### src/rtl/addr4u_pkg.sv
// Shared types and helpers for the nibble-serial redundant adder sequencer.
package addr4u_pkg;

  // Width of one adder slice.
  localparam int NIBBLE_W = 4;

  // Sequencer states: idle, first execution (a+b), second execution (b+a), result held.
  typedef enum logic [1:0] {
    IDLE  = 2'd0,
    EXEC1 = 2'd1,
    EXEC2 = 2'd2,
    DONE  = 2'd3
  } state_t;

  // Bits needed to count 0..max_retry, never less than one.
  function automatic int retry_w(input int max_retry);
    int w;
    w = $clog2(max_retry + 1);
    return (w < 1) ? 1 : w;
  endfunction

endpackage

### src/rtl/addr4u_nibble_mux.sv
// Picks the active nibble of both operands and presents them to the adder slice,
// swapping the operand order on the second (redundant) execution.
module addr4u_nibble_mux
  import addr4u_pkg::*;
#(
  parameter int NIBBLES = 4,
  parameter int IW      = 2
) (
  input  logic [NIBBLES*NIBBLE_W-1:0] a,
  input  logic [NIBBLES*NIBBLE_W-1:0] b,
  input  logic [IW-1:0]               idx,
  input  logic                        swap,
  input  logic                        en,
  output logic [NIBBLE_W-1:0]         add_a,
  output logic [NIBBLE_W-1:0]         add_b
);

  logic [NIBBLE_W-1:0] nib_a [NIBBLES];
  logic [NIBBLE_W-1:0] nib_b [NIBBLES];
  logic [NIBBLE_W-1:0] sel_a;
  logic [NIBBLE_W-1:0] sel_b;

  genvar gi;
  generate
    for (gi = 0; gi < NIBBLES; gi++) begin : g_split
      assign nib_a[gi] = a[gi*NIBBLE_W +: NIBBLE_W];
      assign nib_b[gi] = b[gi*NIBBLE_W +: NIBBLE_W];
    end
  endgenerate

  // Select nibble idx, then swap and gate so the slice sees zeros when idle.
  always_comb begin
    sel_a = '0;
    sel_b = '0;
    for (int i = 0; i < NIBBLES; i++) begin
      if (idx == IW'(i)) begin
        sel_a = nib_a[i];
        sel_b = nib_b[i];
      end
    end
    add_a = '0;
    add_b = '0;
    if (en) begin
      add_a = swap ? sel_b : sel_a;
      add_b = swap ? sel_a : sel_b;
    end
  end

endmodule

### src/rtl/addr4u_nibble_seq.sv
// Wide unsigned adder built from one shared 4-bit slice: each nibble is computed
// twice (a+b then b+a), mismatches are retried a bounded number of times and a
// nibble that never agrees is committed from its last execution with out_err set.
module addr4u_nibble_seq
  import addr4u_pkg::*;
#(
  parameter int NIBBLES   = 4,
  parameter int MAX_RETRY = 2
) (
  input  logic                        clk,
  input  logic                        rst,
  input  logic                        in_valid,
  output logic                        in_ready,
  input  logic [NIBBLES*NIBBLE_W-1:0] in_a,
  input  logic [NIBBLES*NIBBLE_W-1:0] in_b,
  input  logic                        in_cin,
  output logic                        out_valid,
  input  logic                        out_ready,
  output logic [NIBBLES*NIBBLE_W-1:0] out_sum,
  output logic                        out_cout,
  output logic                        out_err,
  output logic [NIBBLE_W-1:0]         add_a,
  output logic [NIBBLE_W-1:0]         add_b,
  output logic                        add_cin,
  input  logic [NIBBLE_W-1:0]         add_s,
  input  logic                        add_cout
);

  localparam int W  = NIBBLES * NIBBLE_W;
  localparam int IW = (NIBBLES > 1) ? $clog2(NIBBLES) : 1;
  localparam int RW = retry_w(MAX_RETRY);
  localparam logic [IW-1:0] LAST_IDX  = IW'(NIBBLES - 1);
  localparam logic [RW-1:0] RETRY_MAX = RW'(MAX_RETRY);

  state_t              state_reg, state_next;
  logic [W-1:0]        a_reg, a_next;
  logic [W-1:0]        b_reg, b_next;
  logic [W-1:0]        sum_reg, sum_next;
  logic [IW-1:0]       idx_reg, idx_next;
  logic [RW-1:0]       retry_reg, retry_next;
  logic [NIBBLE_W:0]   r1_reg, r1_next;
  logic                carry_reg, carry_next;
  logic                cout_reg, cout_next;
  logic                err_reg, err_next;
  logic [NIBBLE_W:0]   res;
  logic                exec;

  assign exec = (state_reg == EXEC1) || (state_reg == EXEC2);
  assign res  = {add_cout, add_s};

  addr4u_nibble_mux #(
    .NIBBLES(NIBBLES),
    .IW     (IW)
  ) u_mux (
    .a    (a_reg),
    .b    (b_reg),
    .idx  (idx_reg),
    .swap (state_reg == EXEC2),
    .en   (exec),
    .add_a(add_a),
    .add_b(add_b)
  );

  // Register all sequencer state; reset aborts any transaction in flight.
  always_ff @(posedge clk or posedge rst) begin
    if (rst) begin
      state_reg <= IDLE;
      a_reg     <= '0;
      b_reg     <= '0;
      sum_reg   <= '0;
      idx_reg   <= '0;
      retry_reg <= '0;
      r1_reg    <= '0;
      carry_reg <= 1'b0;
      cout_reg  <= 1'b0;
      err_reg   <= 1'b0;
    end else begin
      state_reg <= state_next;
      a_reg     <= a_next;
      b_reg     <= b_next;
      sum_reg   <= sum_next;
      idx_reg   <= idx_next;
      retry_reg <= retry_next;
      r1_reg    <= r1_next;
      carry_reg <= carry_next;
      cout_reg  <= cout_next;
      err_reg   <= err_next;
    end
  end

  // Next-state, redundant compare, retry bookkeeping and nibble commit.
  always_comb begin
    state_next = state_reg;
    a_next     = a_reg;
    b_next     = b_reg;
    sum_next   = sum_reg;
    idx_next   = idx_reg;
    retry_next = retry_reg;
    r1_next    = r1_reg;
    carry_next = carry_reg;
    cout_next  = cout_reg;
    err_next   = err_reg;
    case (state_reg)
      IDLE: begin
        if (in_valid && in_ready) begin
          a_next     = in_a;
          b_next     = in_b;
          carry_next = in_cin;
          err_next   = 1'b0;
          idx_next   = '0;
          retry_next = '0;
          state_next = EXEC1;
        end
      end
      EXEC1: begin
        r1_next    = res;
        state_next = EXEC2;
      end
      EXEC2: begin
        if ((res == r1_reg) || (retry_reg == RETRY_MAX)) begin
          // Agreement, or retries exhausted: the second execution is committed.
          if (res != r1_reg) begin
            err_next = 1'b1;
          end
          for (int i = 0; i < NIBBLES; i++) begin
            if (idx_reg == IW'(i)) begin
              sum_next[i*NIBBLE_W +: NIBBLE_W] = add_s;
            end
          end
          carry_next = add_cout;
          retry_next = '0;
          if (idx_reg == LAST_IDX) begin
            cout_next  = add_cout;
            state_next = DONE;
          end else begin
            idx_next   = idx_reg + IW'(1);
            state_next = EXEC1;
          end
        end else begin
          retry_next = retry_reg + RW'(1);
          state_next = EXEC1;
        end
      end
      DONE: begin
        if (out_ready) begin
          state_next = IDLE;
        end
      end
      default: state_next = IDLE;
    endcase
  end

  assign in_ready  = (state_reg == IDLE) && !rst;
  assign out_valid = (state_reg == DONE);
  assign out_sum   = sum_reg;
  assign out_cout  = cout_reg;
  assign out_err   = err_reg;
  assign add_cin   = exec & carry_reg;

endmodule

### config.mk
export PLATFORM = sky130hd
export DESIGN_NAME = addr4u_nibble_seq
export DESIGN_NICKNAME = d
export VERILOG_FILES = /design/src/rtl/addr4u_pkg.sv /design/src/rtl/addr4u_nibble_mux.sv /design/src/rtl/addr4u_nibble_seq.sv
export SDC_FILE = /design/constraint.sdc
export NUM_CORES = 1
export LEC_CHECK = 0
export CAP_MARGIN = 20
export CORE_ASPECT_RATIO = 0.75
export CORE_UTILIZATION = 40
export CTS_CLUSTER_SIZE = 25
export DETAILED_ROUTE_END_ITERATION = 6
export PLACE_DENSITY = 0.66
export SLEW_MARGIN = 15
export SYNTH_ARGS = -nofsm -noshare
export SYNTH_HDL_FRONTEND = slang
export SYNTH_HIERARCHICAL = 1
export SYNTH_SLANG_ARGS = --single-unit
### constraint.sdc
create_clock -name clk -period 2.1 [get_ports clk]
set_clock_uncertainty 0.1 [all_clocks]
set_input_delay 0.42 -clock clk [delete_from_list [all_inputs] [get_ports clk]]
set_output_delay 0.42 -clock clk [all_outputs]
set_load 0.05 [all_outputs]
# Yosys cells after proc, flatten, opt, wreduce, memory -nomap -nowiden
# Cells that the tools add are included.
classes:
  magnitude_cmp: 0
  addsub: 2
  mul: 0
  shifts: 0
  muxes: 30
  n_reduce_logical: 18
  bitwise: 1
  div: 0
  eq_ne: 14
ops:
  columns: ["operator", "count"]
  rows:
  - ["$mux W4", 12]
  - ["$mux W2", 8]
  - ["$reduce_and A3 Y1", 5]
  - ["$eq A2 B2 Y1 const B", 5]
  - ["$ne A2 B2 Y1 const B", 4]
  - ["$pmux W2 S2", 2]
  - ["$pmux W2 S4", 1]
  - ["$reduce_and A4 Y1", 2]
  - ["$reduce_and A2 Y1", 3]
  - ["$eq A5 B5 Y1", 1]
  - ["$mux W1", 5]
  - ["$ne A5 B5 Y1", 1]
  - ["$add A2 B1 Y2 const B", 2]
  - ["$eq A2 B1 Y1 const B", 2]
  - ["$logic_not A2 Y1", 2]
  - ["$pmux W1 S2", 2]
  - ["$logic_and A1 B1 Y1", 2]
  - ["$logic_or A1 B1 Y1", 2]
  - ["$ne A2 B1 Y1 const B", 1]
  - ["$reduce_bool A2 Y1", 1]
  - ["$and A1 B1 Y1", 1]
  - ["$logic_not A1 Y1", 1]
word_totals:
  out_inout_bits: 29
  n_memories: 0
  latchBits: 0
  ram_bits: 0
  input_bits: 42
  ff_bits: 62
  rom_bits: 0
  wordCells: 78

# Longest topological paths before layout
depth:
  word_depth: 7
  mapped_depth: 8

# By module
# The synthesis kept the hierarchy.
modules_own_cells:
  columns: ["mod", "n_inst", "area_per_inst_um2", "cells_per_inst"]
  rows:
  - ["addr4u_nibble_seq", 1, 2700.1, 190]
  - ["addr4u_nibble_mux", 1, 548.0, 32]

# Least setup slack after synthesis
# No wires, ideal clock.
synth_path:
  kind: "flip-flop to output port"
  start: "register state_reg[0]"
  end: "output port add_a[1]"
  arrival_time_ns: 1.891
  path_stages_with_launch: 7
  path_slack_ns: -0.311
  required_ns: 1.580
  n_path_buf: 2
  cell_sequence: "dfrtp_1 > inv_1 > ha_1 > buf_6 > buf_8 > mux4_2 > a22o_1"
synth_via:
  elab_chain_cells: 3
synth_rtl:
  columns: ["item", "line", "source"]
  rows:
  - ["from (decl)", "addr4u_nibble_seq.sv:35", "state_t state_reg, state_next;"]
  - ["from (signal assigned)", "addr4u_nibble_seq.sv:78", "state_reg <= state_next;"]
  - ["$eq A2 B2 Y1 / $eq A2 B1 Y1 (equally long branches)", "addr4u_nibble_seq.sv:48, addr4u_nibble_seq.sv:58", null]
  - ["$mux W4 / $logic_or A1 B1 Y1 (equally long branches)", "addr4u_nibble_mux.sv:44, addr4u_nibble_seq.sv:48", null]
  - ["$mux W4 (*)", "addr4u_nibble_mux.sv:43", "if (en) begin"]
  - ["to (decl)", "addr4u_nibble_seq.sv:22", "output logic [NIBBLE_W-1:0] add_a,"]
# Mark *: on every way between the ends. The rest lies on a longest branch, timed or not.

# Worst setup path after layout
layout_path:
  start: "register state_reg[0]"
  end: "output port add_a[2]"
# Same word-level chain as after synthesis.

==> results.md <==
- The first-pass detailed-route iteration total is 4.
- The die covers 8490 um^2.
- In this run the count of I/O pins placed on the die edge is 71.
- Once layout is done, the placed cells without fillers occupy 4710 um^2.
- After synthesis, the netlist uses 36 different library cells.
- The number of nets in the synthesized netlist is 274.
- The first routing iteration left 42 violations.
- The total detailed-routing wirelength is 7.16 mm.
- The run finished, with violations left.
- The via count of the first global-routing pass is 2,288.
- The number of endpoints with negative hold slack in the final report is 0.
- For this run, asynchronously set or reset flops after synthesis account for 100%.
- The die width is 106 um.
- The most used standard cell by instance count after synthesis is sky130_fd_sc_hd__dfrtp_1.
- The post-synthesis share of cell area spent on full adders, half adders and majority gates is 3.85%.
- The instance count after placement with tap cells included is 413.
- Across all layers, the routed design uses 2,216 vias.
- The static leakage power is 2.04 nW.
- The global-route wire length before repair is 11.7 mm.
- Yosys attributes the largest share of cell area to sky130_fd_sc_hd__dfrtp_1 48%, sky130_fd_sc_hd__mux2_2 15%, sky130_fd_sc_hd__mux4_1 9.7%.
- Summing the areas of all xor and xnor instances in the mapped netlist gives 1.35% of the synthesized area.
- Based on the critical path, the design can be clocked at up to 0.390 GHz.
- At the worst endpoint, the required time is 1580 ps.
- At the end of the flow the core is filled with cells to 59.8%.
- Of all nets on the critical path, the largest fanout is 8.
- The worst-skew pair later-pin latency is 340 ps.
- The compound-gate portion of the synthesized area is 5.66%.
- The post-synthesis sequential element count is 62.
- After detailed routing, the number of remaining DRC violations is 0.
- For this run, the register share of the synthesized area comes to 47.8%.
- Global routing consumed, over all layers together, 18.5% of the routing resources.
- Dividing the detail-routed wire length by the instance count gives 16.3 um.
- The cell type with the largest total area after synthesis is sky130_fd_sc_hd__dfrtp_1.
- In this run the power density over the cells is 1710 nW/um^2.
- TritonCTS built the clock tree.
- In this run the tightest slew margin relative to its limit is 66.3%.
- Clock-pin slew was measured on the worst setup and hold paths at 70 ps.
- The pin count of the biggest net entering global routing is 56.
- The height of the die is 80.0 um.
- The actual transition at the worst max-transition pin is 503 ps.
- The category of the worst setup path capture point is an output port.
- The setup TNS is -3170 ps.
- Setup repair after global routing could not meet its margin everywhere.
- The initialized floorplan defines 28 standard-cell rows.
- The detail route stage leaves a number of antenna-violating nets equal to 0.
- For the finished layout, the period the worst path requires is 2560 ps.
- A synthesized cell averages 14.6 um^2.
- The total standard cell area after synthesis is 3250 um^2.
- Once the floorplan was initialized, standard cells occupied 41.2% of the core.
- The synthesized design contains 0 enable-type register cells.
- The final reports fail on negative setup slack.
- The via-per-instance ratio is 5.05.
- The total number of nets in the final design is 381.
- The min-delay analysis places its worst path in the category in -> async.
- The synthesis-to-finish area growth is 45.1%.
- Cells with a size suffix above 1 make up 47.0% of the layout.
- Max-cap violations in this run came to 0.
- The final weighted congestion of routability-driven global placement is 0.718.
- The number of cells in the finished layout apart from fillers is 439.
- The multiplexer fraction of the synthesized cell area is 32.4%.
- The total grt overflow is 0.
- The area share of and/or/nand/nor cells after synthesis is 5.28%.
- The commonest cells after synthesis are 62 x sky130_fd_sc_hd__dfrtp_1, 44 x sky130_fd_sc_hd__mux2_2, 12 x sky130_fd_sc_hd__mux4_1, 11 x sky130_fd_sc_hd__nand2_1.
- The nature of the critical path startpoint is a flip-flop.
- The arrival time at the worst endpoint is 2040 ps.
- Of the available clock period, the critical path in the final layout requires 122%.
- The worst setup path is of the reg -> out kind.
- The area fraction of the dominant cell type after synthesis is 47.8%.
- The dominant combinational cell family by area after synthesis is multiplexers.
- The library cell used as clock root buffer is sky130_fd_sc_hd__clkbuf_8.
- The number of H-tree levels is 3.
- The area inside the core boundary is 7880 um^2.
- The initial antenna violation count is 0.
- The worst setup slack after placement is -343 ps.
- Setup violations remaining at the end of the flow were counted as 8.
- The most used flip-flop cell after synthesis is sky130_fd_sc_hd__dfrtp_1.
- The number of warnings printed during yosys synthesis is 6.
- The number of clock buffers added by TritonCTS is 9.
- The CTS sink count is 62.
- The max-slew violation count is 0.
- The count of buffers added on input and output ports is 70.
- The number of instances in the synthesized netlist is 222.
- The least setup slack across all paths after layout is -464 ps.
- The maximum buffer depth of the clock tree is 2.
- The wire-length estimate of the detail-placed layout is 5.01 mm.
- The area after detailed placement is 4370 um^2.
- 0 antenna diodes ended up in the layout.
- The worst-case vdd ir drop is 0.961 mV.
## critical path: stages (launching register included)
cell and delay [ps]:
sky130_fd_sc_hd__dfrtp_1 390, sky130_fd_sc_hd__inv_2 80, sky130_fd_sc_hd__ha_4 150, sky130_fd_sc_hd__buf_12 140, sky130_fd_sc_hd__mux4_2 510, sky130_fd_sc_hd__a22o_4 270
sky130_fd_sc_hd__buf_12 140
## cell type report
cell class / instances / area [um^2]
flip-flops and latches: 62 / 1550
clock inverters: 4 / 45.0
well taps: 105 / 131
inverters: 7 / 26.3
fillers: 653 / 3170
repair buffers: 108 / 1140
multi-input cells: 141 / 1660
clock buffers: 12 / 155
## worst paths after layout
kind / startpoint / endpoint / slack [ps] / cells after the start
setup / recovery: state_reg[0] / add_a[2] / -460 / 6
hold / removal: rst / b_reg[1] / 350 / 3
setup reg to reg: state_reg[1] / state_reg[1] / 150 / 9
hold reg to reg: retry_reg[0] / retry_reg[0] / 400 / 1
max in group asynchronous: rst / state_reg[1] / 1010 / 4
min in group clk: retry_reg[0] / retry_reg[0] / 400 / 1
## stage by stage
| step | power [mW] | hold slack [ps] |
|---|---|---|
| floorplan | 4.90 | 357 |
| global placement | 6.43 | 375 |
| detailed placement | 6.53 | 391 |
| CTS | 7.99 | 325 |
| global route | 8.51 | 361 |
| finish | 8.06 | 351 |
## routing by layer
layer	wire [um]	track usage (%)	vias up
met1	3390	25.2	1121
met4	103	7.08	0
met5	0	0	-
li1	-	-	1031
met2	3390	28.6	54
met3	275	4.73	10
## power by group
group	switching, mW	internal (mW)	leakage (nW)
combinational	2.28	2.66	1.16
sequential	0.356	1.70	0.774
clock	0.458	0.607	0.106
## cells by family after synthesis
| kind of cell | Yosys count |
|---|---|
| xor+xnor | 5 |
| fa+ha+maj | 10 |
| buf+inv | 19 |
| simple gates | 31 |
| flops | 62 |
| compound gates | 25 |
| mux | 70 |
## what timing repair did
action | CTS | global route
hold buffers | 0 | 0
setup buffers | 9 | 2
gates resized for setup | 19 | 10
setup endpoints to repair | 8 | 12
pin swaps | 5 | 2
## layout by cell type, fill, tap and decap left out, drive strengths merged, types with 2 or more instances in the layout
cell           synthesis  final
xor2                   5      5
nor2b                  2      2
clkdlybuf4s50          0     58
a22o                   8      8
nor2                   8      8
mux4                  16     16
clkbuf                 1     12
a21oi                  4      4
buf                   11     50
mux2                  54     54
o211ai                 2      2
dfrtp                 62     62
nand3b                 2      2
o21ai                  3      3
nand2                 11     11
a31oi                  3      3
inv                    7      7
clkinv                 0      3
and2                   2      2
nand3                  2      2
ha                    10     10
Note: power is estimated with default switching activity, not from simulation.
